<file path="src/rtl/accum_reg.sv">
// accum_reg: LEN-term signed accumulator with init, valid/ready result handshake and optional saturation (ACC_SATURATE_EN)
module accum_reg #(
  parameter int WIDTH = 20,
  parameter int IN_WIDTH = 16,
  parameter int LEN = 4,
  localparam int CW = $clog2(LEN + 1)
) (
  input  logic                clk,
  input  logic                rst,
  input  logic [IN_WIDTH-1:0] d,
  input  logic                in_valid,
  output logic                in_ready,
  input  logic                en,
  input  logic                init,
  output logic [WIDTH-1:0]    out_q,
  output logic                out_valid,
  input  logic                out_ready,
  output logic [CW-1:0]       cnt,
  output logic                ovf
);
  typedef enum logic [1:0] {IDLE, ACC, HOLD} state_t;
  state_t state;
  logic signed [IN_WIDTH-1:0] d_s;
  logic signed [WIDTH-1:0] ext, sum, nxt;
  logic sat;
  assign d_s = d;
  assign ext = WIDTH'(d_s);
  assign sum = $signed(out_q) + ext;
  assign in_ready = state == ACC;
`ifdef ACC_SATURATE_EN
  logic of;
  // clamp toward the sign of the running sum when two same-signed operands flip sign
  always_comb begin
    of = (out_q[WIDTH-1] == ext[WIDTH-1]) && (sum[WIDTH-1] != out_q[WIDTH-1]);
    nxt = !of ? sum : out_q[WIDTH-1] ? {1'b1, {(WIDTH-1){1'b0}}} : {1'b0, {(WIDTH-1){1'b1}}};
    sat = of;
  end
`else
  // plain modulo-2^WIDTH wrap, overflow never flagged
  always_comb begin
    nxt = sum;
    sat = 1'b0;
  end
`endif
  // state machine and registered outputs; init outranks everything except rst
  always_ff @(posedge clk) begin
    if (rst || init) begin
      state <= rst ? IDLE : ACC;
      out_q <= '0;
      cnt <= '0;
      out_valid <= 1'b0;
      ovf <= 1'b0;
    end else if (state == ACC && in_valid && en) begin
      out_q <= nxt;
      cnt <= cnt + CW'(1);
      ovf <= ovf | sat;
      if (cnt == CW'(LEN - 1)) begin
        state <= HOLD;
        out_valid <= 1'b1;
      end
    end else if (state == HOLD && out_ready) begin
      state <= ACC;
      out_q <= '0;
      cnt <= '0;
      out_valid <= 1'b0;
      ovf <= 1'b0;
    end
  end
endmodule

</file>
<file path="config.mk">
export PLATFORM = sky130hd
export DESIGN_NAME = accum_reg
export DESIGN_NICKNAME = d
export VERILOG_FILES = /design/src/rtl/accum_reg.sv
export SDC_FILE = /design/constraint.sdc
export NUM_CORES = 1
export LEC_CHECK = 0
export ABC_AREA = 1
export CAP_MARGIN = 10
export CORE_MARGIN = 4
export CORE_UTILIZATION = 51
export DETAILED_ROUTE_END_ITERATION = 12
export HOLD_SLACK_MARGIN = 0.12
export PLACE_DENSITY = 0.85
export SYNTH_ARGS = -nofsm -noshare
export SYNTH_HDL_FRONTEND = slang
export SYNTH_SLANG_ARGS = --single-unit
</file>
<file path="constraint.sdc">
create_clock -name clk -period 3.2 [get_ports clk]
set_input_delay 0.64 -clock clk [delete_from_list [all_inputs] [get_ports clk]]
set_output_delay 0.64 -clock clk [all_outputs]
set_load 0.005 [all_outputs]
</file>
-- Word level (Yosys, flattened, before mapping)
Cells that the tools add are included.
- flip-flop bits (word level): 26
- add/subtract/negate cells: 2
- equal/unequal tests: 5
- muxes and demuxes: 12
- reduce and logical (&&, ||, !) cells: 8
- operators by type and width (kind ; number):
    $mux W20 ; 2
    $add A20 B16 Y20 ; 1
    $mux W2 ; 4
    $mux W3 ; 2
    $mux W1 ; 4
    $reduce_and A2 Y1 ; 2
    $add A3 B1 Y3 const B ; 1
    $eq A3 B2 Y1 const B ; 1
    $logic_and A1 B1 Y1 ; 3
    $ne A3 B2 Y1 const B ; 1
    $reduce_bool A3 Y1 ; 1
    $eq A2 B1 Y1 const B ; 1
    $eq A2 B2 Y1 const B ; 1
    $ne A2 B1 Y1 const B ; 1
    $reduce_bool A2 Y1 ; 1
    $logic_or A1 B1 Y1 ; 1

-- Logic depth before layout (Yosys ltp)
Gate-level depths: netlist of run 1.
- depth in word-level cells: 5
- mapped depth: 12
- gate-level depth less buffers: 12

-- Worst setup path after synthesis of run 1
Ideal clock, no wire load.
- kind: input-to-reg
- start point: input d[0]
- end point: register out_q[6]
- arrival: 1952 ps
- setup slack: 1134 ps
- stages: 9
- path through: ha_1 fa_1 nand3_1 nand3_1 nand2_1 nand2_1 or2_2 nand3_1 nand2_1
- cells in the longest elaborated chain, start to end: 2
- RTL lines (what ; line ; RTL):
    start, declared ; 10 ; input logic [IN_WIDTH-1:0] d,
    $add A20 B16 Y20 ; 28 ; assign sum = $signed(out_q) + ext;
    $mux W20 ; 53 ; end else if (state == ACC && in_valid && en) begin
    end signal, assigned ; 54 ; out_q <= nxt;
    end, declared ; 15 ; output logic [WIDTH-1:0] out_q,
Every way passes these cells.
A chain may end at the register's enable or synchronous reset.

-- Worst setup path in the final report of run 1
- start point: input d[0]
- end point: register out_q[12]
Same word-level chain as after synthesis.

==> results of run 1 <==
layer usage:
| metal | global-route usage | wire [µm] | up-vias |
|---|---|---|---|
| li1 | - | - | 1228 |
| met1 | 0.281 | 2490 | 1060 |
| met2 | 0.444 | 3010 | 88 |
| met3 | 0.0356 | 362 | 14 |
| met4 | 0.0885 | 123 | 0 |
| met5 | 0 | 0 | - |
through the flow:
| step | worst slack (ns) | total power, mW | util | hold WS [ns] |
|---|---|---|---|---|
| finish | 0.839 | 0.770 | 0.674 | 0.476 |
| global route | 0.635 | 0.800 | 0.674 | 0.507 |
| CTS | 0.866 | 0.769 | 0.674 | 0.480 |
| detailed placement | 0.567 | 0.484 | 0.657 | 0.463 |
| global placement | 0.603 | 0.479 | 0.657 | 0.457 |
| floorplan | 1.13 | 0.426 | - | 0.458 |
power breakdown:
| group | internal, mW | leakage, nW | switching, mW |
|---|---|---|---|
| sequential | 0.333 | 0.215 | 0.00457 |
| clock | 0.168 | 0.0357 | 0.124 |
| combinational | 0.0625 | 1.16 | 0.0784 |
| total | 0.563 | 1.41 | 0.207 |
cell type report:
cell class | count | share of cell area
Timing Repair Buffer | 46 | 0.168
Sequential cell | 26 | 0.198
Multi-Input combinational cell | 277 | 0.519
Tap cell | 50 | 0.0229
Clock buffer | 3 | 0.0151
Clock inverter | 1 | 0.0110
Inverter | 48 | 0.0658
final timing paths:
check                start         to  slack [ns]  cells after the start
hold / removal    out_q[6]   out_q[6]        0.48                      2
setup reg to reg  out_q[0]  out_q[12]        1.27                     10
setup / recovery      d[0]  out_q[12]        0.84                     11
hold reg to reg   out_q[6]   out_q[6]        0.48                      2
worst min-delay path: stages (launching register included):
cell and delay (ns):
dfxtp_1 0.34, nand2_1 0.06, nand2_1 0.04
cells by family after synthesis:
group / synth area share
other cells: 0.00172
flops: 0.248
fa+ha+maj: 0.130
xor+xnor: 0.00402
simple gates: 0.436
buf+inv: 0.0999
compound gates: 0.0804
flip-flops by register name (all words and copies together), names as in the netlist:
register   cells
out_valid      1
out_q         20
state          2
cnt            3
cell usage in the layout, fill, tap and decap left out, types with 3 or more instances in the layout:
master           Yosys  layout
nand2_1            141     141
inv_1               46      46
clkdlybuf4s50_1      0      46
nor2_1              33      33
nand3_1             27      27
dfxtp_1             24      24
ha_1                21      21
a21oi_1             14      14
o21ai_0             11      11
nand3b_1             5       5
a22o_1               3       3
clkbuf_8             0       3
==> reports/qor.yml, run 1 <==
critical_path:
  cp_top_family: "simple AND/OR/NAND/NOR gates"
  crit_chain: "clkdlybuf4s50_1, ha_1, fa_1, nand3_1, nand3_1, nand2_1, nand2_1, nand2_1, nand3b_1, nand3_1, nand2_1"
  crit_path_top_delay_cell: "fa_1"
  slowest_delay_ns: 0.43
  crit_buf_inv: 1
  crit_type: "in -> reg"
  required_ns: 3.39
  crit_path_frequent_cell: "nand2_1"
  endpoint_kind: "register"
  critPathMaxFanout: 4
  cp.arrival_ns: 2.55
  critPathLaunchType: "primary input"
timing:
  min_period_over_period: 0.738
  fmax_mhz: 423
  hold_viol: 0
  rsz0062_at_grt: "no"
  drv_slew: 0
  setup_viol: 0
  skew_ns: 0.00398
  final.min_clock_period_ns: 2.36
  final.setup.tns_ns: 0
  slew_headroom: 0.501
  worst_pin_slew_ns: 0.746
floorplanning:
  fp.dieH_um: 73.4
  die_x_um: 73.4
  ios: 48
  initial_core_util: 0.537
  die_area_um2: 5380
  coreArea_um2: 4060
  std_cell_rows: 23
grt:
  grt_pass1_vias: 2422
  grt_pass1_wl_um: 10400
  overflow: 0
  grt_max_degree: 22
  track_usage: 0.242
  antenna_found_initial: 0
drt:
  antenna_left: 0
  routedWlPerCell_um: 13.3
  dr.pass1.iters: 4
  vias_per_cell: 5.30
  post-route-drc-count: 0
  routed_wl_um: 5990
  vias: 2390
  drt-initial-drc-count: 175
clock_network:
  cts_tree: "yes"
  clk_latency_ns: 0.28
  post-cts-setup-buffers: 0
  cts_buffers: 3
  path_clk_slew_ns: 0.11
  cts_buffer_depth: 2
  hold_buffers: 0
  root_buffer: "clkbuf_8"
  cts.sink_count: 26
  cts_resized: 0
  cts_max_level: 1
cells_and_area:
  finalNonFillerCells: 451
  finalNetCount: 446
  seq_area_um2: 541
  area_delta_synth_final_pct: 25.5
  antenna_cells: 0
  n_fill_cell: 366
  multiInputGateArea_um2: 1420
  final_area_um2: 2740
  drive_gt1_frac: 0.0374
synthesis:
  async_flop_share: 0
  yosys_most_used_dff: "dfxtp_1"
  yosys-top-cells-count: "nand2_1 (141), inv_1 (46), nor2_1 (33)"
  netlist.area_leader.share: 0.243
  syn_nets: 399
  synth_cell_types: 31
  synth_largest_area_cell: "nand2_1"
  ys_seq_area_frac: 0.248
  syn-instance-count: 355
  ys_top_cells_by_area: "nand2_1 (24%), dfxtp_1 (22%), ha_1 (12%)"
  avgSynthCellArea_um2: 6.14
  yosys_warnings: 0
  synth-seq-cells: 26
  syn_area_um2: 2180
  synth_edf_count: 2
  yosysMostFrequentCell: "nand2_1"
outcome:
  outcome: "complete, no violations"
power_and_ir_drop:
  p_per_area_nw_per_um2: 281
  irDropWorstVdd_v: 0.000215
  power.leakage_nw: 1.41
placed_design:
  postPlaceCellArea_um2: 2670
  hpwl_um: 4700
  dp_cells: 447
  place.port_buffers: 46
  gp_congestion: 0.899
job:
  cap_violations: 0
worst_hold_path:
  hold_class: "reg -> reg"
Power figures use the tool's default switching activity.
==> inputs of run 2 (changes only) <==
Settings changed: CORE_UTILIZATION 51 to 46, PLACE_DENSITY 0.85 to 0.82.
Clock period 3.2 ns to 2.1 ns, I/O delays scaled along.
==> run 2 against run 1 <==
  * Sequential share of layout area decreased by 1.3 points
  * Register-to-register slack got worse by 0.91 ns
  * Via count decreased by 0.17%
  * Global-route usage decreased by 3.7 points
  * Clock skew decreased by 0.0021 ns
  * Worst hold slack improved by 0.0012 ns
  * Power increased by 55%
  * Combinational power increased by 68%
  * Largest power group unchanged
==> reports/qor.yml, run 2 (synthesis results as in run 1) <==
cells_and_area:
  final_cell_mix: "nand2_1 (141), inv_1 (46), clkdlybuf4s50_1 (46)"
  finalNetCount: 468
  largest_reg_flops: 20
  antenna_cells: 0
  drive_gt1_frac: 0.0993
  area_delta_synth_final_pct: 34.1
  layout_top_registers: "out_q: 20 flops, cnt: 3 flops, state: 2 flops"
  largest_register: "out_q"
  final_core_util: 0.653
  final_common_cell: "nand2_1"
drt:
  post-route-drc-count: 0
  routed_wl_um: 5840
  vias_per_cell: 5.02
  drt-initial-drc-count: 118
  dr.pass1.iters: 4
  vias: 2386
  routedWlPerCell_um: 12.3
  antenna_left: 0
critical_path:
  endpoint_kind: "register"
  crit_type: "in -> reg"
  crit_chain: "clkdlybuf4s50_1, buf_4, ha_1, nand3_1, nand3_1, nand2_1, nand2_2, nand2_1, nand2_1, nand2_1, nand2_1, o21ai_1"
  cp.arrival_ns: 2.22
  slowest_delay_ns: 0.47
  crit_path_top_delay_cell: "clkdlybuf4s50_1"
  critPathMaxFanout: 4
  crit_buf_inv: 2
  required_ns: 2.32
  crit_path_frequent_cell: "nand2_1"
  cp_top_family: "simple AND/OR/NAND/NOR gates"
  critPathLaunchType: "primary input"
timing:
  final.min_clock_period_ns: 2.00
  rsz0062_at_grt: "no"
  setup_viol: 0
  holdWs_ns: 0.478
  hold_viol: 0
  fmax_mhz: 499
  min_period_over_period: 0.954
  skew_ns: 0.00190
  final.setup.tns_ns: 0
  drv_slew: 0
power_and_ir_drop:
  pwr-share-comb: 0.199
  sw_frac_of_total: 0.264
  seqPwrFrac: 0.431
  switchingPower_mw: 0.314
  p_per_area_nw_per_um2: 408
  power.leakage_nw: 1.54
  irDropWorstVdd_v: 0.000256
  p_int_mw: 0.878
  power_frac_clock: 0.370
floorplanning:
  die_x_um: 76.8
  std_cell_rows: 24
  initial_core_util: 0.487
  fp.dieH_um: 76.8
  die_area_um2: 5900
  coreArea_um2: 4470
  ios: 48
clock_network:
  cts_tree: "yes"
  cts_max_level: 1
  cts_buffer_depth: 2
  root_buffer: "clkbuf_8"
  cts_buffers: 3
  path_clk_slew_ns: 0.10
  cts_resized: 0
  clk_latency_ns: 0.28
  hold_buffers: 0
  cts.sink_count: 26
  post-cts-setup-buffers: 0
job:
  cap_violations: 0
grt:
  overflow: 0
  grt_pass1_wl_um: 10200
  antenna_found_initial: 0
  grt_pass1_vias: 2460
  grt_max_degree: 22
  track_usage: 0.205
placed_design:
  hpwl_um: 4640
  gp_congestion: 0.876
  place.port_buffers: 46
outcome:
  outcome: "complete, no violations"
worst_hold_path:
  hold_class: "reg -> reg"
## run 2: cell count changes in the layout (fill, tap and decap cells not counted), sizes merged
cell	previous run	this run
buf	0	22
## run 2: through the flow
step           instance area, µm²  power (mW)  worst slack, ns  std cells
2_1_floorplan                2180       0.649            0.254        355
3_3_place_gp                 2830       0.753           -0.214        471
3_5_place_dp                 2830       0.759           -0.252        471
4_1_cts                      2900        1.20           0.0479        475
5_1_grt                      2920        1.25          0.00187        475
6_report                     2920        1.19           0.0975        475
## run 2: area by class of cell
class / instances / area (µm²)
fillers: 421 / 1550
flip-flops and latches: 26 / 541
multi-input cells: 277 / 1440
inverters: 48 / 180
clock inverters: 1 / 30.0
well taps: 52 / 65.1
clock buffers: 3 / 41.3
repair buffers: 68 / 626
## run 2: final timing paths
path | cells past startpoint | startpoint | slack, ns | end
worst max-delay path | 12 | d[1] | 0.1 | out_q[11]
worst min-delay path | 2 | out_q[13] | 0.48 | out_q[13]
worst max register to register | 9 | out_q[0] | 0.36 | out_q[6]
worst min register to register | 2 | out_q[13] | 0.48 | out_q[13]
## run 2: power by group through the flow
stage | clock network, mW | logic, mW | registers [mW]
6_report | 0.442 | 0.237 | 0.514
4_1_cts | 0.448 | 0.236 | 0.514
5_1_grt | 0.474 | 0.265 | 0.515
3_5_place_dp | 0 | 0.234 | 0.525
3_3_place_gp | 0 | 0.229 | 0.525
2_1_floorplan | 0 | 0.124 | 0.525
## run 2: per-layer routing
| layer | track usage | share of wire |
|---|---|---|
| met1 | 0.240 | 0.45 |
| met5 | 0 | 0 |
| met4 | 0.0670 | 0.022 |
| met2 | 0.375 | 0.49 |
| met3 | 0.0328 | 0.039 |
## run 2: tightest hold or removal path, stage by stage, from the launching register on
cell and delay, ns:
dfxtp_1 0.34, nand2_1 0.06, nand2_1 0.04
